--- config.mk ---
export PLATFORM = sky130hd
export DESIGN_NAME = mul_div_unit_flat
export DESIGN_NICKNAME = d
export VERILOG_FILES = /design/src/rtl/mul_div_unit_if.sv /design/src/rtl/mul_div_unit.sv /design/src/flat_wrapper.sv
export SDC_FILE = /design/constraint.sdc
export NUM_CORES = 1
export LEC_CHECK = 0
export CAP_MARGIN = 20
export CORE_MARGIN = 4
export CORE_UTILIZATION = 45
export CTS_CLUSTER_DIAMETER = 120
export CTS_CLUSTER_SIZE = 24
export DETAILED_ROUTE_END_ITERATION = 16
export PLACE_DENSITY_LB_ADDON = 0.08
export SYNTH_ARGS = -nofsm -noshare
export SYNTH_HDL_FRONTEND = slang
export SYNTH_SLANG_ARGS = --single-unit
--- constraint.sdc ---
create_clock -name CLK -period 4.9 [get_ports CLK]
set_clock_uncertainty 0.1 [all_clocks]
set_input_delay 0.49 -clock CLK [delete_from_list [all_inputs] [get_ports CLK]]
set_output_delay 0.49 -clock CLK [all_outputs]
set_load 0.01 [all_outputs]
--- src/rtl/mul_div_unit_if.sv ---
// mul_div_unit_if: request/result bundle between a mul_div_unit and its requester
interface mul_div_unit_if #(parameter int DATA_WIDTH = 32);
   logic                  Start;
   logic [1:0]            MDOp;
   logic [DATA_WIDTH-1:0] SrcA;
   logic [DATA_WIDTH-1:0] SrcB;
   logic                  Busy;
   logic                  Done;
   logic [DATA_WIDTH-1:0] Hi;
   logic [DATA_WIDTH-1:0] Lo;
   logic                  DivByZero;
   modport master (output Start, MDOp, SrcA, SrcB, input Busy, Done, Hi, Lo, DivByZero);
   modport slave (input Start, MDOp, SrcA, SrcB, output Busy, Done, Hi, Lo, DivByZero);
endinterface

--- src/rtl/mul_div_unit.sv ---
// mul_div_unit: iterative signed/unsigned multiply (shift-add) and divide (restoring), one bit per cycle
module mul_div_unit #(
   parameter int DATA_WIDTH = 32,
   parameter int CNT_WIDTH  = 6
) (
   input logic           CLK,
   input logic           RST,
   mul_div_unit_if.slave bus
);
   localparam int W = DATA_WIDTH;
   typedef enum logic [1:0] {IDLE, CALC, DONE} state_t;
   state_t               state, state_nxt;
   logic                 is_div, neg_q, neg_r, dbz;
   logic [W-1:0]         b_mag, hi_q, lo_q, a_in, b_in, quo, rem;
   logic [2*W-1:0]       acc, step, prod_neg;
   logic [CNT_WIDTH-1:0] cnt;
   logic [W:0]           mul_sum, rem_sh, rem_diff;
   logic                 accept, signed_in, div_zero, last;
   assign accept    = bus.Start && (state != CALC);
   assign signed_in = bus.MDOp[0];
   assign div_zero  = bus.MDOp[1] && (bus.SrcB == '0);
   assign a_in      = (signed_in && bus.SrcA[W-1]) ? -bus.SrcA : bus.SrcA;
   assign b_in      = (signed_in && bus.SrcB[W-1]) ? -bus.SrcB : bus.SrcB;
   assign last      = cnt == CNT_WIDTH'(W - 1);
   // acc holds {partial product, remaining multiplier} or {remainder, dividend/quotient bits}
   assign mul_sum   = {1'b0, acc[2*W-1:W]} + (acc[0] ? {1'b0, b_mag} : '0);
   assign rem_sh    = {acc[2*W-1:W], acc[W-1]};
   assign rem_diff  = rem_sh - {1'b0, b_mag};
   assign step      = !is_div ? {mul_sum, acc[W-1:1]} :
                      rem_diff[W] ? {rem_sh[W-1:0], acc[W-2:0], 1'b0} :
                      {rem_diff[W-1:0], acc[W-2:0], 1'b1};
   assign prod_neg  = -step;
   assign quo       = neg_q ? -step[W-1:0] : step[W-1:0];
   assign rem       = neg_r ? -step[2*W-1:W] : step[2*W-1:W];
   assign bus.Busy      = state == CALC;
   assign bus.Done      = state == DONE;
   assign bus.DivByZero = dbz;
   assign bus.Hi        = hi_q;
   assign bus.Lo        = lo_q;
   always_comb begin
      state_nxt = (state == CALC) ? (last ? DONE : CALC) :
                  !accept ? IDLE : div_zero ? DONE : CALC;
   end
   always_ff @(posedge CLK or negedge RST) begin
      if (!RST) state <= IDLE;
      else state <= state_nxt;
   end
   always_ff @(posedge CLK or negedge RST) begin
      if (!RST) begin
         is_div <= 1'b0;
         neg_q  <= 1'b0;
         neg_r  <= 1'b0;
         dbz    <= 1'b0;
         b_mag  <= '0;
         acc    <= '0;
         cnt    <= '0;
         hi_q   <= '0;
         lo_q   <= '0;
      end else begin
         dbz <= accept && div_zero;
         if (accept) begin
            is_div <= bus.MDOp[1];
            neg_q  <= signed_in && (bus.SrcA[W-1] ^ bus.SrcB[W-1]);
            neg_r  <= signed_in && bus.SrcA[W-1];
            b_mag  <= b_in;
            acc    <= {{W{1'b0}}, a_in};
            cnt    <= '0;
            if (div_zero) begin
               hi_q <= bus.SrcA;
               lo_q <= '1;
            end
         end else if (state == CALC) begin
            acc <= step;
            cnt <= cnt + CNT_WIDTH'(1);
            if (last) {hi_q, lo_q} <= is_div ? {rem, quo} : (neg_q ? prod_neg : step);
         end
      end
   end
endmodule

--- src/flat_wrapper.sv ---
// flat-port wrapper written by rule: the top's interface ports become plain ports
module mul_div_unit_flat 
#(
   parameter int DATA_WIDTH = 32,
   parameter int CNT_WIDTH  = 6
)
  (CLK, RST, bus_Start, bus_MDOp, bus_SrcA, bus_SrcB, bus_Busy, bus_Done, bus_Hi, bus_Lo, bus_DivByZero);
  mul_div_unit_if #(.DATA_WIDTH(DATA_WIDTH)) bus_i ();
  input logic CLK;
  input logic RST;
  input wire logic [$bits(bus_i.Start)-1:0] bus_Start;
  input wire logic [$bits(bus_i.MDOp)-1:0] bus_MDOp;
  input wire logic [$bits(bus_i.SrcA)-1:0] bus_SrcA;
  input wire logic [$bits(bus_i.SrcB)-1:0] bus_SrcB;
  output wire logic [$bits(bus_i.Busy)-1:0] bus_Busy;
  output wire logic [$bits(bus_i.Done)-1:0] bus_Done;
  output wire logic [$bits(bus_i.Hi)-1:0] bus_Hi;
  output wire logic [$bits(bus_i.Lo)-1:0] bus_Lo;
  output wire logic [$bits(bus_i.DivByZero)-1:0] bus_DivByZero;
  assign bus_i.Start = bus_Start;
  assign bus_i.MDOp = bus_MDOp;
  assign bus_i.SrcA = bus_SrcA;
  assign bus_i.SrcB = bus_SrcB;
  assign bus_Busy = bus_i.Busy;
  assign bus_Done = bus_i.Done;
  assign bus_Hi = bus_i.Hi;
  assign bus_Lo = bus_i.Lo;
  assign bus_DivByZero = bus_i.DivByZero;
  mul_div_unit #(.DATA_WIDTH(DATA_WIDTH), .CNT_WIDTH(CNT_WIDTH)) u_core (.CLK(CLK), .RST(RST), .bus(bus_i));
endmodule
==> results of run 1 <==
## stage by stage
step	utilization (%)	hold WS [ps]
after floorplan	-	94.41
after global routing	57.60	96.12
final	57.60	20.51
after global placement	54.89	368.6
after detailed placement	54.89	373.2
after CTS	56.92	89.75
## worst reg2reg max path, delay by kind of cell, from the launching register on
family          cells  cell delay (ps)
fa+ha+maj           3              720
buf+inv             4              330
flops               1              400
simple gates        6             1330
xor+xnor            1               70
compound gates      9             1910
## metal layers
metal / GRT usage (%) / part of all wire [%] / vias up / wire length (um)
li1: - / - / 8059 / -
met1: 41.89 / 41 / 8277 / 26640
met2: 55.82 / 48 / 718 / 31310
met3: 4.980 / 6.4 / 165 / 4156
met4: 14.07 / 4.8 / 0 / 3116
met5: 0 / 0 / - / 0
## state kept, by name (all words and copies together), names as in the netlist
register,cells
u_core.acc,64
u_core.b_mag,32
u_core.bus.Hi,32
u_core.bus.Lo,32
u_core.cnt,6
u_core.state,2
u_core.bus.DivByZero,1
u_core.is_div,1
u_core.neg_q,1
u_core.neg_r,1
## worst max path at each step
stage	to	slack, ps	cells after the start
floorplan	u_core.bus.Hi[6]	-140	24
global placement	u_core.bus.Hi[8]	-160	22
detailed placement	u_core.bus.Hi[22]	-280	23
CTS	u_core.bus.Hi[16]	-70	23
global route	u_core.bus.Hi[22]	-320	23
finish	u_core.bus.Hi[10]	-100	23
## layout make-up
cell class / instances / share of cell area, %
Sequential cell: 172 / 21.61
Tap cell: 455 / 2.854
Multi-Input combinational cell: 1725 / 55.53
Timing Repair Buffer: 357 / 15.58
Inverter: 63 / 1.186
Clock buffer: 21 / 2.309
Clock inverter: 10 / 0.9285
## what timing repair did
| action | CTS | global route |
|---|---|---|
| endpoints found under the setup margin | 18 | 27 |
| cloned | 0 | 1 |
| setup buffers | 2 | 11 |
| resized for setup | 9 | 39 |
| pin swaps | 12 | 17 |
## kinds of logic after synthesis
group,Yosys count
flops,172
simple gates,787
xor+xnor,158
buf+inv,177
fa+ha+maj,71
compound gates,663
mux,46
## synthesized netlist by cell type (12+ instances only)
master and instances:
buf_1 12, dfrtp_1 172, and3_1 20, nand3_1 38, nand2b_1 16, xor2_1 64, or2_2 12, or4_1 12
nand2_1 234, o21ai_0 203, nand3b_1 32, nand4_1 22, a21o_1 25, ha_1 69, inv_1 61, buf_2 28
and2_1 49, xnor2_1 94, nor2b_1 13, o211ai_1 44, o21ai_1 12, nor2_1 183, nor3_1 84, o31ai_1 17
a211oi_1 21, or3_1 23, mux2i_1 39, clkbuf_1 71, a21oi_1 201, a31oi_1 25
==> flow_summary_export.csv, run 1 <==
group,metric,value,unit
status,outcome,"finished, violations left",
status,violations,"setup timing",
final_layout,antenna_cells,0,
synthesis,muxShareOfSynthArea,2.958,%
global_route,grt_pass1_vias,16410,
synthesis,synth_top_cell_by_area,"dfrtp_1",
global_route,antenna_found_initial,1,
floorplanning,core-area,0.03463,mm2
clocking,cts.reportedPaths.clkPinSlew,80,ps
setup_path,crit_required,5140,ps
synthesis,synth_edf_count,0,
placed_design,placement.cell_area,0.01901,mm2
setup_path,crit_path_cell_trace,"inv_2 -> ha_4 -> inv_2 -> fa_2 -> a211oi_4 -> nor3_2 -> o21a_1 -> o211a_4 -> o31ai_4 -> o21a_1 -> ha_2 -> o221a_4 -> o211ai_1 -> or4_1 -> or2_1 -> or3_4 -> nor2_4 -> buf_4 -> buf_6 -> nor2_2 -> o21ai_2 -> xnor2_1 -> a221o_1",
clocking,cts_buffers,17,
setup_path,rr_startpoint,"u_core.acc[31]",
timing,period_minus_slack,5004,ps
floorplanning,ios,136,
detailed_routing,wl_per_cell,23.27,um
setup_path,criticalPathCategory,"reg -> reg",
final_layout,syn_to_final_growth,25.72,%
setup_path,critical_path.max_stage_delay,430,ps
timing,finalSetupViolCount,15,
setup_path,r2r_end,"u_core.bus.Hi[10]",
clocking,cts.sinks,172,
synthesis,yosysUniqueCellTypes,101,
placed_design,post-place-cells,2760,
setup_path,startpoint,"u_core.acc[31]",
final_layout,fillers,3301,
detailed_routing,via_count,17220,
synthesis,postSynthCellCount,2074,
detailed_routing,routed_wirelength,65.22,mm
clocking,cts_tree,"built",
floorplanning,die_w,195.8,um
final_layout,nets,2476,
synthesis,synthAdderAreaFrac,5.694,%
global_route,grt_max_degree,91,
detailed_routing,route.detailed.drc,0,
final_layout,multiInputGateArea,0.01108,mm2
global_route,grt.total_usage,32.94,%
floorplanning,num_rows,68,
final_layout,seq_area,0.004309,mm2
floorplanning,die_height,195.8,um
final_layout,final_common_cell,"nand2_1",
timing,hold_violations,0,
setup_path,critPathBufInv,4,
clocking,clock_latency,460,ps
synthesis,synth_area,0.01586,mm2
setup_path,critPathMaxFanout,4,
clocking,htreeDepth,4,
timing,finalCritPeriodShare,102.1,%
timing,finalMaxSlewViolations,0,
synthesis,synth_top_cell_area_share,27.13,%
synthesis,synth-compound-area-share,26.23,%
final_layout,final_cell_area,0.01994,mm2
global_route,grt_pass1_wl,98.30,mm
synthesis,synthesis.nets,2214,
setup_path,cpLargestDelayFamily,"compound AO/OA/AOI/OAI gates",
setup_path,cp.arrival,5250,ps
timing,fmax,199.9,MHz
placed_design,dp_slack,-282.3,ps
timing,rsz0062_at_grt,"true",
min_path,hold_class,"in -> async",
placed_design,gp_congestion,0.9718,
timing,worst_pin_slew,981.9,ps
detailed_routing,viasPerCell,6.143,
setup_path,start_kind,"flop",
synthesis,yosys.area_share.simple,24.76,%
timing,max_slew_margin,34.54,%
synthesis,ys_warn_count,0,
synthesis,yosysSeqAreaShare,27.13,%
detailed_routing,drt_iter0_drc,1402,
setup_path,reg2reg_setup_slack,-100,ps
timing,fin_ws,-103.7,ps
floorplanning,dieArea,0.03832,mm2
final_layout,stdcell_count,2803,
placed_design,hpwl,51.10,mm
clocking,clockRootBuffer,"clkbuf_16",
synthesis,synth_top_family_by_area,"compound AO/OA/AOI/OAI gates",
synthesis,synth_ff_type,"dfrtp_1",
synthesis,synthArstFlopShare,100.0,%
job,max_cap_violations,0,
detailed_routing,ant_nets,0,
setup_path,endpoint_kind,"flop",
final_layout,layout-drive-gt1-share,15.08,%
synthesis,avgSynthCellArea,7.649,um2
clocking,cts_buffer_depth,2,
clocking,cts_hold_buf,0,
timing,tns,-760.4,ps
synthesis,synth_xor_area_share,8.723,%
setup_path,cp_slowest_cell,"or4_1",
synthesis,netlist_top_cells_area,"dfrtp_1 27%, o21ai_0 6.4%, a21oi_1 6.3%",
synthesis,synth_seq_cells,172,
global_route,overflow,0,
placed_design,numPortBuffers,135,
floorplanning,start_util,45.81,%
final_layout,layout_common_cells,"232 x nand2_1, 211 x buf_4, 196 x a21oi_1",
detailed_routing,drt_pass1_iterations,6,
setup_path,r2r_cells,23,
Power of run 1 is left out: the tool's default activity adds up to more than one toggle a clock period on the data nets, which glitch-free logic cannot reach.
==> inputs of run 2 (changes only) <==
--- a/config.mk
+++ b/config.mk
@@ -11,7 +11,9 @@
 export CTS_CLUSTER_DIAMETER = 120
 export CTS_CLUSTER_SIZE = 24
 export DETAILED_ROUTE_END_ITERATION = 16
+export HOLD_SLACK_MARGIN = 0.03
 export PLACE_DENSITY_LB_ADDON = 0.08
 export SYNTH_ARGS = -nofsm -noshare
 export SYNTH_HDL_FRONTEND = slang
 export SYNTH_SLANG_ARGS = --single-unit
+export TNS_END_PERCENT = 5
==> run 2 against run 1 <==
  * The run still ends with setup timing left
  * Clock-buffer cell count rose by 1
  * Via count rose by 0.21%
  * Critical path depth fell by 1
  * Design area fell by 0.50%
  * Critical path type unchanged
  * Highest routed layer is now met5
==> flow_summary_export.csv, run 2 (synthesis results as in run 1) <==
group,metric,value,unit
status,outcome,"finished, violations left",
status,violations,"setup timing",
min_path,min_path_cells,1,
floorplanning,ios,136,
global_route,grt_pass1_vias,16360,
placed_design,post-place-cells,2755,
detailed_routing,drt_iter0_drc,1636,
placed_design,numPortBuffers,135,
final_layout,nets,2474,
final_layout,top_register,"u_core.acc",
floorplanning,dieArea,0.03832,mm2
final_layout,largest_reg_flops,64,
global_route,grt_max_degree,114,
clocking,clockRootBuffer,"clkbuf_16",
final_layout,layout_common_cells,"233 x nand2_1, 208 x buf_4, 198 x a21oi_1",
timing,period_minus_slack,4918,ps
timing,max_slew_margin,42.34,%
detailed_routing,ant_nets,0,
final_layout,final_common_cell,"nand2_1",
floorplanning,die_w,195.8,um
global_route,busiest_layer,"met2",
setup_path,cp.arrival,5210,ps
setup_path,crit_required,5190,ps
clocking,cts.sinks,172,
setup_path,crit_path_cell_trace,"inv_2 -> ha_4 -> inv_2 -> fa_2 -> a211oi_4 -> nor3_2 -> o21a_1 -> o211a_4 -> o31ai_4 -> o21a_1 -> ha_4 -> o221a_4 -> o211ai_1 -> or4_4 -> or2_1 -> or3_4 -> nor2_4 -> nor3_4 -> nor2_2 -> a211o_1 -> o211ai_1 -> a21oi_1",
floorplanning,start_util,45.81,%
clocking,htreeDepth,4,
detailed_routing,via_count,17260,
setup_path,cp_slowest_cell,"or4_4",
timing,holdWs,389.3,ps
timing,rsz0062_at_grt,"true",
detailed_routing,viasPerCell,6.158,
detailed_routing,route.detailed.drc,0,
final_layout,multiInputGateArea,0.01105,mm2
timing,tns,-17.91,ps
timing,finalSetupViolCount,1,
global_route,use_met1,43.18,%
setup_path,critPathBufInv,2,
setup_path,criticalPathCategory,"reg -> reg",
clocking,cts_buffer_depth,2,
floorplanning,die_height,195.8,um
timing,hold_violations,0,
setup_path,cpLargestDelayFamily,"compound AO/OA/AOI/OAI gates",
clocking,cts.reportedPaths.clkPinSlew,70,ps
clocking,cts_buffers,17,
setup_path,rr_startpoint,"u_core.acc[31]",
min_path,hold_class,"reg -> reg",
placed_design,hpwl,50.75,mm
final_layout,fillers,3261,
floorplanning,num_rows,68,
setup_path,startpoint,"u_core.acc[31]",
min_path,hold_start,"u_core.bus.Hi[3]",
final_layout,syn_to_final_growth,25.09,%
detailed_routing,wl_per_cell,22.83,um
timing,worst_pin_slew,864.9,ps
placed_design,gp_congestion,0.9608,
global_route,grt.total_usage,32.45,%
setup_path,critPathMaxFanout,4,
job,max_cap_violations,0,
clocking,clock_latency,470,ps
detailed_routing,routed_wirelength,63.98,mm
timing,finalMaxSlewViolations,0,
floorplanning,core-area,0.03463,mm2
final_layout,layout-drive-gt1-share,14.44,%
global_route,antenna_found_initial,2,
final_layout,stdcell_count,2802,
global_route,overflow,0,
setup_path,endpoint_kind,"flop",
global_route,grt_pass1_wl,97.38,mm
setup_path,r2r_cells,22,
timing,fin_ws,-17.91,ps
clocking,cts_tree,"built",
setup_path,crit_cells,22,
global_route,gr-usage-met2,53.49,%
final_layout,antenna_cells,0,
detailed_routing,drt_pass1_iterations,8,
global_route,use_met3,4.809,%
setup_path,critical_path.max_stage_delay,460,ps
setup_path,start_kind,"flop",
timing,finalCritPeriodShare,100.4,%
timing,fmax,203.3,MHz
final_layout,seq_area,0.004308,mm2
-- run 2: path summary, 6_finish.rpt --
check                                    end  slack, ps
max                        u_core.bus.Hi[28]        -20
min reg2reg                 u_core.bus.Hi[3]        390
min in group asynchronous    u_core.b_mag[4]        480
max reg2reg                u_core.bus.Hi[28]        -20
max in group asynchronous  u_core.bus.Hi[17]       3090
min                         u_core.bus.Hi[3]        390
-- run 2: final cells by class --
type                    instances  area share, %
repair buffers                355          15.60
flip-flops and latches        172          21.71
clock inverters                10         0.5170
multi-input cells            1725          55.67
inverters                      63          1.192
well taps                     455          2.869
clock buffers                  22          2.440
-- run 2: routing by layer --
metal / part of all wire [%] / wire length, um
met1: 42 / 27020
met3: 7.2 / 4622
met2: 46 / 29620
met5: 0.022 / 14
met4: 4.2 / 2699
-- run 2: per-stage QoR --
step,area (um2),setup slack [ps],utilization [%]
after floorplan,15920,-143.5,-
after global placement,18980,-102.1,54.82
after detailed placement,18980,-203.2,54.82
after CTS,19740,-36.80,57.00
after global routing,19840,-255.8,57.31
final,19840,-17.91,57.31
-- run 2: what timing repair did --
item | 4_1_cts | 5_1_grt
buffers inserted | 13 | 1
pin swaps | 18 | 18
endpoints found under the setup margin | 18 | 26
gates resized for setup | 16 | 22
hold buffers | 1 | 0
endpoints found under the hold margin | 59 | 0
Power of run 2 is left out for the same reason.
